**src/rtl/mac_writeback.sv**
```systemverilog
// mac_writeback: keeps the MAC beats that end an accumulation, requantises them
// (shift, optional ReLU, saturate), queues them in a small FIFO and streams them
// to output memory, reporting each completed write with a one-cycle pulse.
module mac_writeback #(
  parameter int unsigned ACCUMULATOR_WIDTH = 32,
  parameter int unsigned OUTPUT_WIDTH      = 16,
  parameter int unsigned OUTPUT_SCALE      = 0,
  parameter int unsigned ADDR_WIDTH        = 10,
  parameter int unsigned FIFO_DEPTH        = 4
) (
  input  logic                                clk,
  input  logic                                arst_in,
  input  logic                                in_valid,
  output logic                                in_ready,
  input  logic                                in_last,
  input  logic signed [ACCUMULATOR_WIDTH-1:0] in_data,
  input  logic [31:0]                         in_ch,
  input  logic                                relu_en,
  input  logic                                clear_stats,
  output logic                                mem_write_valid,
  input  logic                                mem_write_ready,
  output logic [ADDR_WIDTH-1:0]               mem_write_addr,
  output logic signed [OUTPUT_WIDTH-1:0]      mem_write_data,
  output logic                                out_written_to_mem,
  output logic [15:0]                         written_count,
  output logic                                sat_flag,
  output logic                                empty
);

  localparam int unsigned AW    = ACCUMULATOR_WIDTH;
  localparam int unsigned OW    = OUTPUT_WIDTH;
  localparam int unsigned PTR_W = $clog2(FIFO_DEPTH);
  localparam int unsigned CNT_W = PTR_W + 1;

  // Saturation bounds of the output word, expressed at accumulator width.
  localparam logic signed [AW-1:0] SAT_MAX = AW'((longint'(1) <<< (OW - 1)) - longint'(1));
  localparam logic signed [AW-1:0] SAT_MIN = AW'(-(longint'(1) <<< (OW - 1)));

  logic [ADDR_WIDTH-1:0]     addr_q [FIFO_DEPTH];
  logic signed [OW-1:0]      data_q [FIFO_DEPTH];
  logic [PTR_W-1:0]          wr_ptr_q, rd_ptr_q;
  logic [CNT_W-1:0]          count_q;
  logic                      written_q;
  logic [15:0]               written_count_q;
  logic                      sat_q;

  logic                      full_c, push_c, pop_c;
  logic signed [AW-1:0]      shifted_c;
  logic signed [OW-1:0]      q_data_c;
  logic                      q_sat_c;
  logic                      unused_ch_c;

  // Only the low address bits of the channel tag select the memory word.
  assign unused_ch_c = ^in_ch[31:ADDR_WIDTH];

  // Handshakes and status are derived from occupancy alone.
  assign full_c          = (count_q == CNT_W'(FIFO_DEPTH));
  assign empty           = (count_q == '0);
  assign in_ready        = !full_c;
  assign mem_write_valid = !empty;
  assign push_c          = in_valid && in_ready && in_last;
  assign pop_c           = mem_write_valid && mem_write_ready;

  assign mem_write_addr     = addr_q[rd_ptr_q];
  assign mem_write_data     = data_q[rd_ptr_q];
  assign out_written_to_mem = written_q;
  assign written_count      = written_count_q;
  assign sat_flag           = sat_q;

  // Requantise the incoming accumulator: arithmetic shift, ReLU, saturate.
  always_comb begin
    shifted_c = in_data >>> OUTPUT_SCALE;
    q_sat_c   = 1'b0;
    q_data_c  = shifted_c[OW-1:0];
    if (relu_en && shifted_c[AW-1]) begin
      shifted_c = '0;
      q_data_c  = '0;
    end
    if (shifted_c > SAT_MAX) begin
      q_data_c = SAT_MAX[OW-1:0];
      q_sat_c  = 1'b1;
    end else if (shifted_c < SAT_MIN) begin
      q_data_c = SAT_MIN[OW-1:0];
      q_sat_c  = 1'b1;
    end
  end

  // Circular result queue plus the registered write-completion pulse.
  always_ff @(posedge clk or posedge arst_in) begin
    if (arst_in) begin
      wr_ptr_q  <= '0;
      rd_ptr_q  <= '0;
      count_q   <= '0;
      written_q <= 1'b0;
      for (int i = 0; i < int'(FIFO_DEPTH); i++) begin
        addr_q[i] <= '0;
        data_q[i] <= '0;
      end
    end else begin
      written_q <= pop_c;
      if (push_c) begin
        addr_q[wr_ptr_q] <= in_ch[ADDR_WIDTH-1:0];
        data_q[wr_ptr_q] <= q_data_c;
        wr_ptr_q         <= PTR_W'(wr_ptr_q + PTR_W'(1));
      end
      if (pop_c) begin
        rd_ptr_q <= PTR_W'(rd_ptr_q + PTR_W'(1));
      end
      if (push_c && !pop_c) begin
        count_q <= CNT_W'(count_q + CNT_W'(1));
      end else if (!push_c && pop_c) begin
        count_q <= CNT_W'(count_q - CNT_W'(1));
      end
    end
  end

  // Write counter and sticky saturation flag; a clear overrides that cycle's events.
  always_ff @(posedge clk or posedge arst_in) begin
    if (arst_in) begin
      written_count_q <= '0;
      sat_q           <= 1'b0;
    end else if (clear_stats) begin
      written_count_q <= '0;
      sat_q           <= 1'b0;
    end else begin
      if (pop_c) begin
        written_count_q <= 16'(written_count_q + 16'd1);
      end
      if (push_c && q_sat_c) begin
        sat_q <= 1'b1;
      end
    end
  end

endmodule

```
**config.mk**
```make
export PLATFORM = sky130hd
export DESIGN_NAME = mac_writeback
export DESIGN_NICKNAME = d
export VERILOG_FILES = /design/src/rtl/mac_writeback.sv
export SDC_FILE = /design/constraint.sdc
export NUM_CORES = 1
export LEC_CHECK = 0
export CAP_MARGIN = 20
export CORE_MARGIN = 2
export CORE_UTILIZATION = 53
export DETAILED_ROUTE_END_ITERATION = 8
export PLACE_DENSITY = 0.8
export REMOVE_ABC_BUFFERS = 1
export SLEW_MARGIN = 20
export SYNTH_ARGS = -nofsm -noshare
export SYNTH_HDL_FRONTEND = slang
export SYNTH_SLANG_ARGS = --single-unit
```
**constraint.sdc**
```tcl
create_clock -name clk -period 5.66 [get_ports clk]
set_input_delay 1.132 -clock clk [delete_from_list [all_inputs] [get_ports clk]]
set_output_delay 1.132 -clock clk [all_outputs]
set_load 0.005 [all_outputs]
```
==> impl_summary.log, run 1 <==
INFO  metric critical-path-slowest-cell = sky130_fd_sc_hd__dfrtp_1
INFO  metric synth_flop_cell = sky130_fd_sc_hd__dfrtp_1
INFO  metric grt_antenna_before_repair = 0
INFO  metric finalInstanceArea = 8379 um^2
INFO  metric worst_path_dominant_cell_family = flip-flops
INFO  metric io_buffers = 95
INFO  metric drt_pass1_iterations = 5
INFO  metric wire_per_inst = 19.80 um
INFO  metric final_antenna_net_count = 0
INFO  metric final_net_count = 865
INFO  metric grt_max_degree = 66
INFO  metric critPathKind = reg -> out
INFO  metric clock_latency_reported_for_the_late_side_of_the_worst_skew_pair = 0.42 ns
INFO  metric gpl.final_weighted_congestion = 0.7988
INFO  metric synth_enable_flop_cells = 0
INFO  metric postCtsResizedCells = 0
INFO  metric numCtsBuffers = 17
INFO  metric ctsHtreeMaxLevel = 4
INFO  metric clock_tree.root_cell = sky130_fd_sc_hd__clkbuf_16
INFO  metric synth_seq_cells = 129
INFO  metric final.setup_skew = 0.009092 ns
INFO  metric timing.final.crit_share = 0.6931
INFO  metric maxCapViolations = 0
INFO  metric kind_of_capture_point_of_the_worst_setup_path = output port
INFO  metric worstPathMaxFanout = 15
INFO  metric core_region = 12520 um^2
INFO  metric p_total = 4.385 mW
INFO  metric worst_tran_pin_value = 0.9732 ns
INFO  metric timing.critical_path.from_type = register
INFO  metric hold_viol = 0
INFO  metric area_growth_syn_to_layout = 24.27%
INFO  metric mappedNetlistArea = 6743 um^2
INFO  metric initial_core_util = 0.5387
INFO  metric netlist.top_cell.by_area = sky130_fd_sc_hd__dfrtp_1
INFO  metric fp.dieH = 116.8 um
INFO  metric cpPeakStageDelay = 0.98 ns
INFO  metric fp-row-count = 41
INFO  metric yosysSeqAreaShare = 0.4788
INFO  metric setup-tns-final = 0 ns
INFO  metric worst_endpoint_required_time = 4.53 ns
INFO  metric power_density_cells = 523.4 nW/um^2
INFO  metric synth.lib_cells_used.distinct = 39
INFO  metric placement.cell_area = 7764 um^2
INFO  metric power.leakage = 3.418 nW
INFO  metric tritoncts = done
INFO  metric num_vias = 6083
INFO  metric critPathArrivalTime = 2.79 ns
INFO  metric floorplan.io_pins = 118
INFO  metric global_route.usage.total = 0.3007
INFO  metric max_clock_freq = 254.9 MHz
INFO  metric ys_top_cells_by_area = sky130_fd_sc_hd__dfrtp_1 (48%), sky130_fd_sc_hd__nand2_1 (11%), sky130_fd_sc_hd__mux4_2 (8.7%), sky130_fd_sc_hd__o211ai_1 (6.7%), sky130_fd_sc_hd__a21oi_1 (4.9%)
INFO  metric setup_violations = 0
INFO  metric first_global_vias = 6220
INFO  metric finalMaxSlewViolations = 0
INFO  metric min_path_type = reg -> reg
INFO  metric period_needed = 3.923 ns
INFO  metric first_pass_grt_wire_length = 30920 um
INFO  metric post-route-drc-count = 0
INFO  metric die_area = 13640 um^2
INFO  metric warnings_synthesis = 0
INFO  metric grt-ovfl-total = 0
INFO  metric synth_top_area_share = 0.4788
INFO  metric drt-initial-drc-count = 739
INFO  metric hpwl = 11370 um
INFO  metric post-cts-setup-buffers = 0
INFO  metric number_of_buffers_inserted_by_hold_repair_at_cts = 0
INFO  metric post_drt_via_cell_ratio = 6.258
INFO  metric numClockSinks = 129
INFO  metric critical_path.n_buffers_inverters = 2
INFO  metric status = finished clean
INFO  metric cts.path.max_buffers = 2
INFO  metric synthArstFlopShare = 1.000
INFO  metric worst_hold_slack = 0.4735 ns
INFO  metric cp_cell_sequence = buf_4, mux4_2, clkdlybuf4s50_1
INFO  metric diodes = 0
INFO  metric timing.slew.headroom = 0.3512
INFO  metric clkSlewWorstSetupHoldPaths = 0.05 ns
INFO  metric drive_gt1_frac = 0.1100
INFO  metric post_synth_inst_count = 714
INFO  metric mean_instance_size_in_the_synthesized_netlist = 9.444 um^2
INFO  metric max-vdd-ir-drop = 0.2366 mV
INFO  metric unrepaired_setup_endpoints_after_global_routing = false
INFO  metric die_x = 116.8 um
INFO  metric wirelength = 19250 um
[stage by stage]
step | cells | worst slack [ns] | utilization
6_report | 972 | 1.737 | 0.6694
5_1_grt | 972 | 1.601 | 0.6694
4_1_cts | 972 | 1.689 | 0.6690
3_5_place_dp | 940 | 2.004 | 0.6203
3_3_place_gp | 940 | 2.068 | 0.6203
2_1_floorplan | 660 | 1.087 | -
[synthesized netlist by cell type, types with 7 or more instances]
master,n
sky130_fd_sc_hd__nor3_1,61
sky130_fd_sc_hd__buf_2,32
sky130_fd_sc_hd__o21ai_0,7
sky130_fd_sc_hd__clkbuf_1,18
sky130_fd_sc_hd__mux4_2,26
sky130_fd_sc_hd__a21oi_1,66
sky130_fd_sc_hd__nand2_1,196
sky130_fd_sc_hd__inv_1,8
sky130_fd_sc_hd__dfrtp_1,129
sky130_fd_sc_hd__nand4_1,9
sky130_fd_sc_hd__nor2_1,12
sky130_fd_sc_hd__o211ai_1,60
sky130_fd_sc_hd__xor2_1,11
sky130_fd_sc_hd__nand2b_1,21
[state kept, by name (all words and copies together) (netlist names)]
| register | count |
|---|---|
| addr_q | 40 |
| count_q | 3 |
| data_q | 64 |
| out_written_to_mem | 1 |
| rd_ptr_q | 2 |
| sat_flag | 1 |
| wr_ptr_q | 2 |
| written_count | 16 |
[path summary, 6_finish.rpt]
path	slack [ns]	end	from	cells after the start
max in group asynchronous	3.59	addr_q[33]	arst_in	3
max reg2reg	2.74	count_q[1]	count_q[0]	9
min	0.47	addr_q[8]	addr_q[8]	2
max	1.74	mem_write_data[10]	rd_ptr_q[1]	3
min reg2reg	0.47	addr_q[8]	addr_q[8]	2
min in group asynchronous	1.04	data_q[63]	arst_in	2
[cells by family after synthesis]
group	share of synthesized area
compound gates	0.1279
xor+xnor	0.01948
fa+ha+maj	0.01410
buf+inv	0.04323
flops	0.4788
mux	0.09018
simple gates	0.2264
[routing by layer]
| layer | GRT usage | share of wire | wire, um | vias up |
|---|---|---|---|---|
| li1 | - | - | - | 2675 |
| met1 | 0.3792 | 0.38 | 7338 | 2948 |
| met2 | 0.4855 | 0.49 | 9367 | 391 |
| met3 | 0.07364 | 0.099 | 1903 | 69 |
| met4 | 0.1561 | 0.033 | 635 | 0 |
| met5 | 0 | 0 | 0 | - |
[layout make-up]
| class | count | area, um^2 |
|---|---|---|
| clock inverter | 9 | 102.6 |
| clock buffer | 23 | 508.0 |
| inverter | 10 | 40.04 |
| tap | 172 | 215.2 |
| sequential | 129 | 3228 |
| multi-input combinational | 521 | 3237 |
| timing repair buffer | 108 | 1049 |
| fill | 1043 | 4138 |
[cell usage in the layout (no fill, tap or decap), types with 9 or more instances in the layout]
cell type / synthesis / routed
sky130_fd_sc_hd__nand2b_1: 21 / 20
sky130_fd_sc_hd__nor3_1: 61 / 61
sky130_fd_sc_hd__buf_4: 3 / 13
sky130_fd_sc_hd__clkdlybuf4s50_1: 0 / 95
sky130_fd_sc_hd__a21oi_1: 66 / 66
sky130_fd_sc_hd__dfrtp_1: 129 / 129
sky130_fd_sc_hd__nor2_1: 12 / 12
sky130_fd_sc_hd__clkbuf_16: 0 / 17
sky130_fd_sc_hd__xor2_1: 11 / 11
sky130_fd_sc_hd__o211ai_1: 60 / 60
sky130_fd_sc_hd__mux4_2: 26 / 26
sky130_fd_sc_hd__nand4_1: 9 / 9
sky130_fd_sc_hd__nand2_1: 196 / 196
[report_power, final]
group | internal [mW] | switching (mW) | leakage [nW]
registers | 1.31 | 0.263 | 1.62
clock network | 0.715 | 0.400 | 0.297
logic | 0.933 | 0.764 | 1.50
[worst reg2reg max path, delay by kind of cell, from the launching register on]
family	cells	cell delay, ns
flops	1	0.47
fa+ha+maj	2	0.65
buf+inv	4	1.01
simple gates	2	0.39
mux	1	0.28
(Power assumes the default switching activity.)
==> inputs of run 2 (changes only) <==
==> constraint.sdc (replaced) <==
create_clock -name clk -period 3.8 [get_ports clk]
set_input_delay 0.76 -clock clk [delete_from_list [all_inputs] [get_ports clk]]
set_output_delay 0.76 -clock clk [all_outputs]
set_load 0.005 [all_outputs]
==> impl_summary.log, run 2 (synthesis results as in run 1) <==
INFO  metric pre_cts_ws = 0.9409 ns (-1.063 ns)
INFO  metric post_drt_via_cell_ratio = 6.309 (+0.80%)
INFO  metric power_switching = 2.168 mW (+52%)
INFO  metric power_switching_share = 0.3226 (-0.002753)
INFO  metric setup_violations = 0 (unchanged)
INFO  metric p_total = 6.723 mW (+53%)
INFO  metric clock_tree.root_cell = sky130_fd_sc_hd__clkbuf_16
INFO  metric post-cts-setup-buffers = 0 (unchanged)
INFO  metric rr_worst_depth = 5 (-4)
INFO  metric largest_register_ff_count = 64 (unchanged)
INFO  metric worst_endpoint_required_time = 3.04 ns (-1.49 ns)
INFO  metric diodes = 0 (unchanged)
INFO  metric power.leakage = 3.480 nW (+1.8%)
INFO  metric timing.critical_path.from_type = register
INFO  metric gpl.final_weighted_congestion = 0.7958 (-0.38%)
INFO  metric hold_viol = 0 (unchanged)
INFO  metric grt-ovfl-total = 0 (unchanged)
INFO  metric clkSlewWorstSetupHoldPaths = 0.05 ns (about the same)
INFO  metric hpwl = 11320 um (-0.40%)
INFO  metric final_antenna_net_count = 0 (unchanged)
INFO  metric min_delay_path_depth = 2 (unchanged)
INFO  metric final_common_cell = sky130_fd_sc_hd__nand2_1
INFO  metric power.combinational.fraction = 0.383 (-0.004)
INFO  metric critPathArrivalTime = 2.56 ns (-0.23 ns)
INFO  metric cpPeakStageDelay = 0.79 ns (-0.19 ns)
INFO  metric ctsHtreeMaxLevel = 4 (unchanged)
INFO  metric numClockSinks = 129 (unchanged)
INFO  metric global_route.usage.total = 0.3038 (+0.003161)
INFO  metric numCtsBuffers = 17 (unchanged)
INFO  metric clock_latency_reported_for_the_late_side_of_the_worst_skew_pair = 0.43 ns (about the same)
INFO  metric worstPathMaxFanout = 10 (-5)
INFO  metric io_buffers = 95 (unchanged)
INFO  metric most-common-layout-cells = sky130_fd_sc_hd__nand2_1 (196), sky130_fd_sc_hd__dfrtp_1 (129), sky130_fd_sc_hd__clkdlybuf4s50_1 (95)
INFO  metric grt_antenna_before_repair = 0 (unchanged)
INFO  metric power.sequential.fraction = 0.346 (-0.013)
INFO  metric cts.path.max_buffers = 2 (unchanged)
INFO  metric unrepaired_setup_endpoints_after_global_routing = false
INFO  metric maxCapViolations = 0 (unchanged)
INFO  metric initial_core_util = 0.5387 (unchanged)
INFO  metric first_global_vias = 6483 (+4.2%)
INFO  metric status = finished clean
INFO  metric drive_gt1_frac = 0.1210 (+0.01099)
INFO  metric post-route-drc-count = 0 (unchanged)
INFO  metric area_growth_syn_to_layout = 26.26%
INFO  metric number_of_buffers_inserted_by_hold_repair_at_cts = 0 (unchanged)
INFO  metric cellInternalPower = 4.554 mW (+54%)
INFO  metric core_region = 12520 um^2 (unchanged)
INFO  metric kind_of_capture_point_of_the_worst_setup_path = output port
INFO  metric fp.dieH = 116.8 um (unchanged)
INFO  metric worst_hold_slack = 0.4703 ns (-0.003178 ns)
INFO  metric worst_setup_slack_after_layout = 0.4850 ns (-1.252 ns)
INFO  metric fp-row-count = 41 (unchanged)
INFO  metric num_vias = 6195 (+1.8%)
INFO  metric grt_max_degree = 130 (+97%)
INFO  metric cp_cell_sequence = buf_4, mux4_2, clkdlybuf4s50_1
INFO  metric largest_register = data_q
INFO  metric final_core_utilization = 0.6801 (+0.01070)
INFO  metric first_pass_grt_wire_length = 31420 um (+1.6%)
INFO  metric tritoncts = done
INFO  metric final.setup_skew = 0.01494 ns (+0.005852 ns)
INFO  metric max_clock_freq = 301.7 MHz
INFO  metric die_area = 13640 um^2 (unchanged)
INFO  metric critPathKind = reg -> out
INFO  metric postCtsResizedCells = 0 (unchanged)
INFO  metric floorplan.io_pins = 118 (unchanged)
INFO  metric drt_pass1_iterations = 7 (+2)
INFO  metric critical-path-slowest-cell = sky130_fd_sc_hd__dfrtp_1
INFO  metric worst_tran_pin_value = 0.7680 ns (-0.2052 ns)
INFO  metric drt-initial-drc-count = 965 (+31%)
INFO  metric wire_per_inst = 19.96 um (+0.82%)
INFO  metric clkPwrFrac = 0.271 (+0.017)
INFO  metric wirelength = 19600 um (+1.9%)
INFO  metric max-vdd-ir-drop = 0.3621 mV (+53%)
INFO  metric period_needed = 3.315 ns
INFO  metric final_net_count = 875 (+1.2%)
INFO  metric finalMaxSlewViolations = 0 (unchanged)
INFO  metric timing.final.crit_share = 0.8724
INFO  metric die_x = 116.8 um (unchanged)
INFO  metric power_density_cells = 789.7 nW/um^2 (+51%)
INFO  metric timing.slew.headroom = 0.4868 (+0.1355)
INFO  metric min_path_type = reg -> reg
## run 2: cell count changes in the layout (fill, tap and decap cells not counted)
cell	before	now
sky130_fd_sc_hd__buf_4	13	22
sky130_fd_sc_hd__clkbuf_8	6	2
sky130_fd_sc_hd__bufinv_16	2	5
sky130_fd_sc_hd__clkinv_4	0	3
sky130_fd_sc_hd__clkinv_2	4	2
sky130_fd_sc_hd__buf_12	0	1
sky130_fd_sc_hd__nand2b_2	0	1
sky130_fd_sc_hd__nand2b_4	1	0
## run 2: worst paths after layout
kind	from	endpoint	slack [ns]
setup / recovery	rd_ptr_q[1]	mem_write_data[9]	0.48
hold reg to reg	addr_q[10]	addr_q[10]	0.47
max in group asynchronous	arst_in	data_q[15]	2.41
min in group asynchronous	arst_in	data_q[14]	0.85
hold / removal	addr_q[10]	addr_q[10]	0.47
setup reg to reg	count_q[0]	data_q[33]	1.36
## run 2: per-layer routing
layer  global-route usage  vias up  part of all wire
met5                    0        -                 0
met4               0.1443        0             0.038
met3              0.08393       94              0.10
met2               0.5087      449              0.49
met1               0.3662     2967              0.37
li1                     -     2685                 -
## run 2: worst max-delay path, delay by kind of cell (launching register included)
family   cells  cell delay (ns)
flops        1             0.79
buf+inv      2             0.79
mux          1             0.55
## run 2: power by group through the flow
stage	registers [mW]	logic [mW]	clock network, mW
after floorplan	2.29	1.42	0
after global placement	2.28	2.45	0
after detailed placement	2.33	2.54	0
after CTS	2.32	2.57	1.83
after global routing	2.38	2.80	1.90
final	2.33	2.57	1.82
## run 2: final cells by class
type                            count  area (um^2)
Clock buffer                       19        452.9
Clock inverter                     13        209.0
Fill cell                         975         4004
Inverter                           10        40.04
Multi-Input combinational cell    521         3232
Sequential cell                   129         3228
Tap cell                          172        215.2
Timing Repair Buffer              118         1136
## run 2: per-stage QoR
step / TNS, ns / cell area (um^2) / cells
after floorplan: -61.30 / 6489 / 660
after global placement: 0 / 7851 / 950
after detailed placement: 0 / 7851 / 950
after CTS: 0 / 8513 / 982
after global routing: 0 / 8513 / 982
final: 0 / 8513 / 982
==> inputs of run 3 (changes only) <==
--- a/config.mk
+++ b/config.mk
@@ -5,11 +5,10 @@
 export SDC_FILE = /design/constraint.sdc
 export NUM_CORES = 1
 export LEC_CHECK = 0
-export CAP_MARGIN = 20
+export CAP_MARGIN = 5
 export CORE_MARGIN = 2
-export CORE_UTILIZATION = 53
+export CORE_UTILIZATION = 28
 export DETAILED_ROUTE_END_ITERATION = 8
-export PLACE_DENSITY = 0.8
 export REMOVE_ABC_BUFFERS = 1
 export SLEW_MARGIN = 20
 export SYNTH_ARGS = -nofsm -noshare
==> impl_summary.log, run 3 (synthesis results as in run 1) <==
INFO  metric status = finished clean
INFO  metric grt_antenna_before_repair = 1 (+1)
INFO  metric post-route-drc-count = 0 (unchanged)
INFO  metric core_region = 23540 um^2 (+88%)
INFO  metric critPathKind = reg -> out
INFO  metric critPathArrivalTime = 2.42 ns (-0.14 ns)
INFO  metric kind_of_capture_point_of_the_worst_setup_path = output port
INFO  metric first_pass_grt_wire_length = 32110 um (+2.2%)
INFO  metric clock_latency_reported_for_the_late_side_of_the_worst_skew_pair = 0.42 ns (about the same)
INFO  metric timing.final.crit_share = 0.8370 (-0.03533)
INFO  metric max-vdd-ir-drop = 0.3420 mV (-5.6%)
INFO  metric min_path_type = reg -> reg
INFO  metric largest_register = data_q
INFO  metric postCtsResizedCells = 0 (unchanged)
INFO  metric num_vias = 5688 (-8.2%)
INFO  metric wirelength = 20240 um (+3.3%)
INFO  metric floorplan.io_pins = 118 (unchanged)
INFO  metric worst_setup_slack_after_layout = 0.6192 ns (+0.1343 ns)
INFO  metric timing.slew.headroom = 0.4644 (-0.02240)
INFO  metric largest_register_ff_count = 64 (unchanged)
INFO  metric die_area = 25340 um^2 (+86%)
INFO  metric setup_violations = 0 (unchanged)
INFO  metric number_of_buffers_inserted_by_hold_repair_at_cts = 0 (unchanged)
INFO  metric finalInstanceArea = 8718 um^2 (+2.4%)
INFO  metric period_needed = 3.181 ns (-0.1343 ns)
INFO  metric pre_cts_ws = 0.8357 ns (-0.1052 ns)
INFO  metric post-cts-setup-buffers = 0 (unchanged)
INFO  metric placement.cell_area = 8043 um^2 (+2.4%)
INFO  metric grt-ovfl-total = 0 (unchanged)
INFO  metric global_route.usage.total = 0.1623 (-0.1416)
INFO  metric final_core_utilization = 0.3703 (-0.3098)
INFO  metric wire_per_inst = 17.98 um (-9.9%)
INFO  metric tritoncts = done
INFO  metric grt_max_degree = 65 (-50%)
INFO  metric worstPathMaxFanout = 20 (+10)
INFO  metric clock_tree.root_cell = sky130_fd_sc_hd__clkbuf_16
INFO  metric cts.path.max_buffers = 2 (unchanged)
INFO  metric drive_gt1_frac = 0.1154 (-0.005603)
INFO  metric setup-tns-final = 0 ns (unchanged)
INFO  metric hold_viol = 0 (unchanged)
INFO  metric fp-row-count = 56 (+37%)
INFO  metric numClockSinks = 129 (unchanged)
INFO  metric clkSlewWorstSetupHoldPaths = 0.06 ns (about the same)
INFO  metric numCtsBuffers = 17 (unchanged)
INFO  metric final_net_count = 871 (-0.46%)
INFO  metric post_drt_via_cell_ratio = 5.052 (-20%)
INFO  metric io_buffers = 95 (unchanged)
INFO  metric max_clock_freq = 314.4 MHz (+4.2%)
INFO  metric power.leakage = 3.489 nW (+0.27%)
INFO  metric worst_hold_slack = 0.4695 ns (-0.0007460 ns)
INFO  metric finalMaxSlewViolations = 0 (unchanged)
INFO  metric timing.critical_path.from_type = register
INFO  metric worst_tran_pin_value = 0.8015 ns (+0.03352 ns)
INFO  metric final.fill_count = 2390 (+150%)
INFO  metric drt-initial-drc-count = 522 (-46%)
INFO  metric unrepaired_setup_endpoints_after_global_routing = false
INFO  metric power_density_cells = 772.1 nW/um^2 (-2.2%)
INFO  metric drt_pass1_iterations = 5 (-2)
INFO  metric regToRegStartpoint = count_q[0]
INFO  metric min-delay-start = addr_q[0]
INFO  metric gpl.final_weighted_congestion = 0.7756 (-2.5%)
INFO  metric area_growth_syn_to_layout = 29.30%
INFO  metric hpwl = 12170 um (+7.5%)
INFO  metric worst_setup_path_startpoint = rd_ptr_q[1]
INFO  metric final_common_cell = sky130_fd_sc_hd__nand2_1
INFO  metric multiInputGateArea = 3232 um^2 (unchanged)
INFO  metric first_global_vias = 5522 (-15%)
INFO  metric ctsHtreeMaxLevel = 4 (unchanged)
INFO  metric register_area = 3228 um^2 (unchanged)
INFO  metric fp.dieH = 159.2 um (+36%)
INFO  metric final_antenna_net_count = 0 (unchanged)
INFO  metric worst_endpoint_required_time = 3.04 ns (about the same)
INFO  metric most-common-layout-cells = sky130_fd_sc_hd__nand2_1 (196), sky130_fd_sc_hd__dfrtp_1 (129), sky130_fd_sc_hd__clkdlybuf4s50_1 (95)
INFO  metric die_x = 159.2 um (+36%)
INFO  metric initial_core_util = 0.2864 (-0.2523)
INFO  metric final.setup_skew = 0.01037 ns (-0.004578 ns)
INFO  metric maxCapViolations = 0 (unchanged)
[run 3: changes by cell type in the layout (fill, tap and decap cells not counted), sizes merged]
cell      before  now
clkinv         5    2
clkbuf        19   23
buf           23   19
diode          0    1
clkinvlp       3    2
[run 3: cell type report]
| cell class | instances | area share |
|---|---|---|
| flip-flops and latches | 129 | 0.3703 |
| clock inverters | 9 | 0.02009 |
| diodes | 1 | 0.0002870 |
| repair buffers | 114 | 0.1312 |
| clock buffers | 23 | 0.05712 |
| inverters | 10 | 0.004592 |
| multi-input cells | 521 | 0.3707 |
| well taps | 319 | 0.04578 |
[run 3: final timing paths]
path | depth (start not counted) | to | slack [ns]
max | 3 | mem_write_data[10] | 0.62
min in group asynchronous | 2 | data_q[4] | 0.80
max reg2reg | 5 | data_q[25] | 1.38
min reg2reg | 2 | addr_q[0] | 0.47
max in group asynchronous | 3 | addr_q[5] | 2.32
min | 2 | addr_q[0] | 0.47
[run 3: per-layer routing]
| metal | share of wire | track usage | routed length [um] | vias to the layer above |
|---|---|---|---|---|
| met1 | 0.45 | 0.2193 | 9104 | 2784 |
| met3 | 0.069 | 0.04532 | 1401 | 18 |
| met4 | 0.013 | 0.05165 | 273 | 0 |
| met2 | 0.47 | 0.2526 | 9462 | 208 |
| li1 | - | - | - | 2678 |
| met5 | 0 | 0 | 0 | - |
[run 3: metrics by stage]
step           total power, mW  cells
2_1_floorplan            3.704    660
4_1_cts                  6.803   1125
3_3_place_gp             4.876   1093
5_1_grt                  7.163   1126
3_5_place_dp             4.933   1093
6_report                 6.732   1126
[run 3: critical path: stages, from the launching register on]
cell,delay [ns]
sky130_fd_sc_hd__dfrtp_1,0.68
sky130_fd_sc_hd__buf_12,0.27
sky130_fd_sc_hd__mux4_2,0.56
sky130_fd_sc_hd__clkdlybuf4s50_1,0.48
[run 3: power breakdown]
group,internal (mW),switching [mW],total (mW)
Clock,1.25,0.603,1.85
Sequential,1.95,0.352,2.31
Combinational,1.42,1.16,2.57
Total,4.62,2.11,6.73
